<file path="config.mk">
export PLATFORM = sky130hd
export DESIGN_NAME = rd_resp_merge
export DESIGN_NICKNAME = d
export VERILOG_FILES = /design/src/rtl/rd_resp_merge.sv
export SDC_FILE = /design/constraint.sdc
export NUM_CORES = 1
export LEC_CHECK = 0
export ABC_AREA = 0
export CORE_ASPECT_RATIO = 1.1
export CORE_MARGIN = 1.5
export CORE_UTILIZATION = 39
export DETAILED_ROUTE_END_ITERATION = 12
export HOLD_SLACK_MARGIN = 0.02
export PLACE_DENSITY = 0.76
export SLEW_MARGIN = 10
export SYNTH_ARGS = -nofsm -noshare
export SYNTH_HDL_FRONTEND = slang
export SYNTH_SLANG_ARGS = --single-unit
</file>
<file path="constraint.sdc">
create_clock -name clk -period 2.6 [get_ports clk]
set_input_delay 0.52 -clock clk [delete_from_list [all_inputs] [get_ports clk]]
set_output_delay 0.52 -clock clk [all_outputs]
set_load 0.02 [all_outputs]
</file>
<file path="src/rtl/rd_resp_merge.sv">
// Read-response merge: returns downstream m0/m1 responses upstream in request-issue order.
// Optional sticky unexpected-response detection is enabled with `define RD_RESP_ERR_CHECK_EN.
module rd_resp_merge #(
    parameter  int DWIDTH      = 32,
    parameter  int ORDER_DEPTH = 8,
    localparam int CNT_W       = $clog2(ORDER_DEPTH) + 1
) (
    input  logic              clk,
    input  logic              rst,
    input  logic              issue_valid,
    input  logic              issue_sel,
    output logic              order_full,
    output logic [CNT_W-1:0]  outstanding,
    input  logic              m0_resp_valid,
    input  logic [DWIDTH-1:0] m0_resp_data,
    output logic              m0_resp_ready,
    input  logic              m1_resp_valid,
    input  logic [DWIDTH-1:0] m1_resp_data,
    output logic              m1_resp_ready,
    output logic              s0_resp_valid,
    output logic [DWIDTH-1:0] s0_resp_data,
    input  logic              s0_resp_ready,
    output logic              err_unexpected
);

    localparam int PTR_W = $clog2(ORDER_DEPTH);

    logic             order_mem [ORDER_DEPTH];
    logic [PTR_W-1:0] wr_ptr;
    logic [PTR_W-1:0] rd_ptr;
    logic [CNT_W-1:0] count;

    logic empty;
    logic head;
    logic load_en;
    logic push;
    logic m0_hs;
    logic m1_hs;
    logic pop;

    assign empty       = (count == '0);
    assign order_full  = (count == CNT_W'(ORDER_DEPTH));
    assign outstanding = count;
    assign head        = order_mem[rd_ptr];

    // A full FIFO refuses the push even if a pop frees a slot in the same cycle.
    assign push = issue_valid && !order_full;

    assign load_en       = !s0_resp_valid || s0_resp_ready;
    assign m0_resp_ready = !empty && !head && load_en;
    assign m1_resp_ready = !empty &&  head && load_en;

    assign m0_hs = m0_resp_valid && m0_resp_ready;
    assign m1_hs = m1_resp_valid && m1_resp_ready;
    assign pop   = m0_hs || m1_hs;

    // NOTE: the order storage has no reset; an entry is only read after it is written,
    // and leaving it unreset keeps it a plain register file / RAM.
    always_ff @(posedge clk) begin
        if (push) begin
            order_mem[wr_ptr] <= issue_sel;
        end
    end

    // NOTE: sequential state uses non-blocking assignments so every register samples
    // pre-edge values regardless of statement order.
    always_ff @(posedge clk) begin
        if (rst) begin
            wr_ptr <= '0;
            rd_ptr <= '0;
            count  <= '0;
        end else begin
            if (push) wr_ptr <= wr_ptr + PTR_W'(1);
            if (pop)  rd_ptr <= rd_ptr + PTR_W'(1);
            case ({push, pop})
                2'b10:   count <= count + CNT_W'(1);
                2'b01:   count <= count - CNT_W'(1);
                default: count <= count;
            endcase
        end
    end

    always_ff @(posedge clk) begin
        if (rst) begin
            s0_resp_valid <= 1'b0;
            s0_resp_data  <= '0;
        end else if (m0_hs) begin
            s0_resp_valid <= 1'b1;
            s0_resp_data  <= m0_resp_data;
        end else if (m1_hs) begin
            s0_resp_valid <= 1'b1;
            s0_resp_data  <= m1_resp_data;
        end else if (s0_resp_ready) begin
            s0_resp_valid <= 1'b0;
        end
    end

`ifdef RD_RESP_ERR_CHECK_EN
    logic [CNT_W-1:0] cnt0;
    logic [CNT_W-1:0] cnt1;
    logic             err_q;

    always_ff @(posedge clk) begin
        if (rst) begin
            cnt0  <= '0;
            cnt1  <= '0;
            err_q <= 1'b0;
        end else begin
            case ({push && !issue_sel, m0_hs})
                2'b10:   cnt0 <= cnt0 + CNT_W'(1);
                2'b01:   cnt0 <= cnt0 - CNT_W'(1);
                default: cnt0 <= cnt0;
            endcase
            case ({push && issue_sel, m1_hs})
                2'b10:   cnt1 <= cnt1 + CNT_W'(1);
                2'b01:   cnt1 <= cnt1 - CNT_W'(1);
                default: cnt1 <= cnt1;
            endcase
            // Sticky until reset: a port presented a response it was never asked for.
            if ((m0_resp_valid && cnt0 == '0) || (m1_resp_valid && cnt1 == '0)) begin
                err_q <= 1'b1;
            end
        end
    end

    assign err_unexpected = err_q;
`else
    assign err_unexpected = 1'b0;
`endif

endmodule

</file>
# After elaboration in Yosys (flattened, before gate mapping)

Memory sizes are Yosys's and may differ from the RTL's. A register that Yosys moved wholly into a read port is not among the register bits.
Cells that the tools add are included.

Output and inout port bits: 41
Input bits: 71
Flip-flop bits (word level): 43
Memories kept: 1
Word-level logic and storage cells: 40
Bits in writable memories: 8

Reductions and logical operators: 17
Add/sub/neg operators: 4
Mux-type cells: 10
Eq/ne operators: 3

Memories:

| name      | depth | width | read ports | clocked after Yosys merged registers in | write ports | RTL line | text |
|---|---|---|---|---|---|---|---|
| order_mem | 8     | 1     | 1          | 1                                       | 1           | 28       | `logic order_mem [ORDER_DEPTH];` |

Operators with widths:

| kind                                                 | count |
|---|---|
| two-way mux 32 bit                                   | 2 |
| case mux 4 bit (2 select lines)                      | 1 |
| logical AND 1 bit                                    | 7 |
| adder 3 x 1 -> 3 bit (second input constant)         | 2 |
| two-way mux 3 bit                                    | 2 |
| two-way mux 1 bit                                    | 5 |
| adder 4 x 1 -> 4 bit (second input constant)         | 1 |
| equality test 4 bit (second input constant)          | 1 |
| logical NOT 1 bit                                    | 4 |
| logical NOT 4 bit                                    | 1 |
| nonzero test 2 bit                                   | 2 |
| subtractor 4 x 1 -> 4 bit (second input constant)    | 1 |
| nonzero test 3 bit                                   | 1 |
| equality test 2 x 1 -> 1 bit (second input constant) | 1 |
| equality test 2 bit (second input constant)          | 1 |
| logical OR 1 bit                                     | 2 |

# Longest topological paths before layout

Word-level depth: 8
Depth in mapped cells: 14
Depth with buffers taken out: 12

# Worst setup path before layout

Ideal clock, no wire load.

Path kind: reg-to-reg
From: register count[1], in the netlist outstanding[1]
To: register count[2], in the netlist outstanding[2]
Required time: 2.529 ns
Period minus slack after synthesis: 2.865 ns
Path buffers: 2
Arrival: 2.794 ns
Library setup time: 0.071 ns
Stages on the path, launching flop included: 15
Setup slack: -0.265 ns
Path through: dfxtp_1 -> buf_6 -> or4_4 -> and2_4 -> nand4_2 -> buf_6 -> and2_2 -> inv_1 -> ha_1 -> xor2_1 -> ha_1 -> a21oi_1 -> xor2_1 -> or3_1 -> a21oi_1

Word-level cells in the longest chain between the ends: 8

RTL lines:

| item                                                                  | RTL line | text |
|---|---|---|
| start, declared                                                       | 31       | `logic [CNT_W-1:0] count;` |
| start signal, assigned                                                | 76       | `2'b10: count <= count + CNT_W'(1);` |
| start signal, assigned                                                | 77       | `2'b01: count <= count - CNT_W'(1);` |
| start signal, assigned                                                | 78       | `default: count <= count;` |
| logical NOT 4 bit (*)                                                 | 41       | `assign empty = (count == '0);` |
| logical NOT 1 bit (*)                                                 | 50, 51   |  |
| logical AND 1 bit, on equally long branches (2 in a row)              | 50, 51   |  |
| logical AND 1 bit, on equally long branches                           | 53, 54   |  |
| logical OR 1 bit (*)                                                  | 55       | `assign pop = m0_hs \|\| m1_hs;` |
| named net pop                                                         | 39       | `logic pop;` |
| equality test 2 x 1 -> 1 bit or equality test 2 bit (tied branches)   | 75       | `case ({push, pop})` |
| case mux 4 bit (2 select lines) or nonzero test 2 bit (tied branches) | --       |  |

Mark *: on every way through the listed nets, which the timed path passes. The rest lies on a longest branch.
A chain may end at the register's enable or synchronous reset.

# Worst setup path in the final report

From: register count[3], in the netlist outstanding[3]
To: register count[2], in the netlist outstanding[2]

The elaborated chain is that of the path after synthesis.

==> summary.md <==
| Metric | Value |
|---|---|
| Fmax | 0.393 GHz |
| Synthesized net count | 365 |
| Synth cell types | 47 |
| Share of layout cells above drive strength 1 | 19.1% |
| Fin area | 4070 sq um |
| Slew @ Worst Pin | 0.650 ns |
| DRC | 0 |
| Synth area leaders | dfxtp_1 33%, a311oi_2 15%, nand2_1 9.4% |
| Synth-to-Final Area Change | 45.5% |
| Number of nets with antenna violations after routing | 0 |
| Router iterations before antenna repair | 4 |
| Hold Fails Final Rpt | 0 |
| Worst path max stage delay | 0.53 ns |
| Yosys top cell area share | 32.9% |
| Routed WL | 6.92 mm |
| Slowest CP cell | or4_4 |
| Die Y | 91.8 um |
| Number of nets in the layout | 472 |
| CTS tree | built |
| Max Slew Vio Count | 0 |
| Routed len/inst | 14.4 um |
| PortBufs | 110 |
| P_sw | 1.66 mW |
| LEAKAGE | 1.46 nW |
| Die area | 7690 sq um |
| Combinational power share | 54.5% |
| Tot GR Track Use | 17.5% |
| Grt total ovfl | 0 |
| Predominant post-synthesis flop cell | dfxtp_1 |
| Seq/Total Area, Yosys | 41.5% |
| # Max-Cap Violations | 0 |
| PD cells | 1050 nW/um^2 |
| Rel. slew slack | 56.7% |
| P_int | 2.61 mW |
| WP data required | 2.84 ns |
| I/O Pins | 112 |
| Net Sw Frac | 38.9% |
| CTS Hold Bufs | 0 |
| Core area | 6970 sq um |
| Pre-CTS setup slack | -0.291 ns |
| FFs w/ async S/R, synth | 0% |
| Num CTS Buffers | 5 |
| Synthesized area | 2800 sq um |
| Syn_area_per_cell | 9.68 sq um |
| Yosys Warn Count | 0 |
| Area of placed instances | 3920 sq um |
| First-pass GRT wire length | 11.0 mm |
| Worst setup SP type | flip-flop |
| Synth cell count leaders | 70 x nand2_1, 46 x dfxtp_1, 42 x nor2_1 |
| Max clock buf depth | 2 |
| Maximum vdd drop | 0.533 mV |
| # setup viols final | 0 |
| Outcome | finished clean |
| Critical path cell sequence | or4_4 > and2_4 > o211ai_4 > and2_4 > inv_2 > ha_4 > xor2_1 > ha_2 > a21oi_2 > xor2_1 > or3_1 > a21oi_2 |
| N_diodes | 0 |
| Worst R2R Setup Slack | 0.06 ns |
| RePlAce Congestion | 0.790 |
| Die W | 83.7 um |
| Gate Count Post-Synth | 289 |
| HP Class | flip-flop to flip-flop |
| Vias in the first global route | 2314 |
| H-tree depth | 2 |
| Clk pwr share | 14.4% |
| Crit Path Class | flip-flop to flip-flop |
| Initial antenna violation count | 0 |
| Fill count | 629 |
| Leading area contributor after synthesis | dfxtp_1 |
| Post-DP HPWL | 4.91 mm |
| Flops & latches, synth | 54 |
| Worst-skew pair later-pin latency | 0.31 ns |
| CTS sink cnt | 54 |
| Row Count | 32 |
| CTS Root Cell | clkbuf_8 |
| CP Max Fanout | 4 |
| Top-count cell post-synth | nand2_1 |
| RSZ-0062 raised after global routing | yes |
| Largest net degree at the start of global routing | 38 |
| Critical path endpoint category | flip-flop |
| Starting DRT DRC Count | 87 |
| Fin crit period | 2.54 ns |
| Initial Util | 40.1% |
| Clk_skew | 0.00447 ns |
| Vias | 2478 |
| Critical path arrival | 2.78 ns |
| EDFF count, synth | 8 |
| Final core area utilization | 58.4% |
| Period utilisation layout | 97.8% |
| Flop pwr share | 31.0% |
| Clock transition time at the flip-flop clock pins of the worst setup and hold paths | 0.10 ns |
| PnR worst setup slack | 0.0575 ns |
| Vias per cell | 5.14 |
## through the flow
step	instances	setup TNS (ns)	power [mW]	hold slack (ns)
4_1_cts	482	0	4.30	0.485
6_report	482	0	4.27	0.483
3_3_place_gp	474	-3.12	3.63	0.467
2_1_floorplan	289	-0.0665	2.87	0.461
5_1_grt	482	-0.0473	4.54	0.510
3_5_place_dp	474	-3.85	3.68	0.471
## kinds of logic (layout without fill, tap and decap cells)
group / count (synthesis) / count (layout) / synth area share (%)
AOI/OAI and AO/OA: 53 / 53 / 22.1
muxes: 6 / 6 / 2.19
adders and majority gates: 5 / 5 / 2.24
buffers and inverters: 25 / 133 / 8.10
xor gates and xnor gates: 6 / 6 / 1.88
DFF: 54 / 54 / 41.5
other: 1 / 1 / 0.134
and+or+nand+nor: 139 / 139 / 21.8
## repair_timing
| item | CTS | global route |
|---|---|---|
| setup buffers | 0 | 0 |
| pin swaps | 0 | 0 |
| resized for setup | 1 | 8 |
| hold endpoints to repair | 0 | 0 |
| setup endpoints to repair | 1 | 11 |
## registers in the layout, indices dropped and copies added, names as in the netlist, named ones only
name           flops
outstanding        4
s0_resp_data      32
s0_resp_valid      1
wr_ptr             3
order_mem          8
rd_ptr             3
## layout by cell type (no fill, tap or decap), drive strengths merged, types with 2 or more instances in the layout
master and n:
nand2b 4, a22o 2, nor2 42, and2b 2
a21boi 2, clkbuf 8, dfxtp 46, and2 4
nand2 70, edfxtp 8, nor3 6, mux2i 5
inv 2, a21oi 9, clkdlybuf4s50 107, xor2 5
buf 14, a22oi 2, a311oi 32, ha 5
nand3 2
## worst paths after layout
check             startpoint  depth (start not counted)               to
min          s0_resp_data[4]                          2  s0_resp_data[4]
max reg2reg   outstanding[3]                         12   outstanding[2]
max           outstanding[3]                         12   outstanding[2]
min reg2reg  s0_resp_data[4]                          2  s0_resp_data[4]
## layer usage
metal	track usage [%]	wire (um)	vias up	share of wire [%]
li1	-	-	1222	-
met1	22.6	3100	1170	45
met2	29.1	3340	78	48
met3	3.78	392	8	5.7
met4	5.74	89	0	1.3
met5	0	0	-	0
## cell type report
cell class	instances	area, sq um	share of cell area [%]
multi-input combinational	210	1440	35.4
tap	85	106	2.61
timing repair buffer	123	1210	29.8
inverter	2	7.51	0.185
sequential	54	1170	28.7
clock buffer	8	133	3.26
## power by group through the flow
stage | clock network, mW | logic (mW) | registers (mW)
6_report | 0.617 | 2.33 | 1.33
4_1_cts | 0.634 | 2.34 | 1.32
3_3_place_gp | 0 | 2.30 | 1.33
2_1_floorplan | 0 | 1.21 | 1.65
5_1_grt | 0.673 | 2.50 | 1.37
3_5_place_dp | 0 | 2.34 | 1.34
## worst max-delay path, delay by kind of cell (launching register included)
family	cells	cell delay, ns
xor+xnor	2	0.28
flops	1	0.33
fa+ha+maj	2	0.36
buf+inv	1	0.05
compound gates	3	0.25
simple gates	4	1.21
Power figures use the tool's default switching activity.
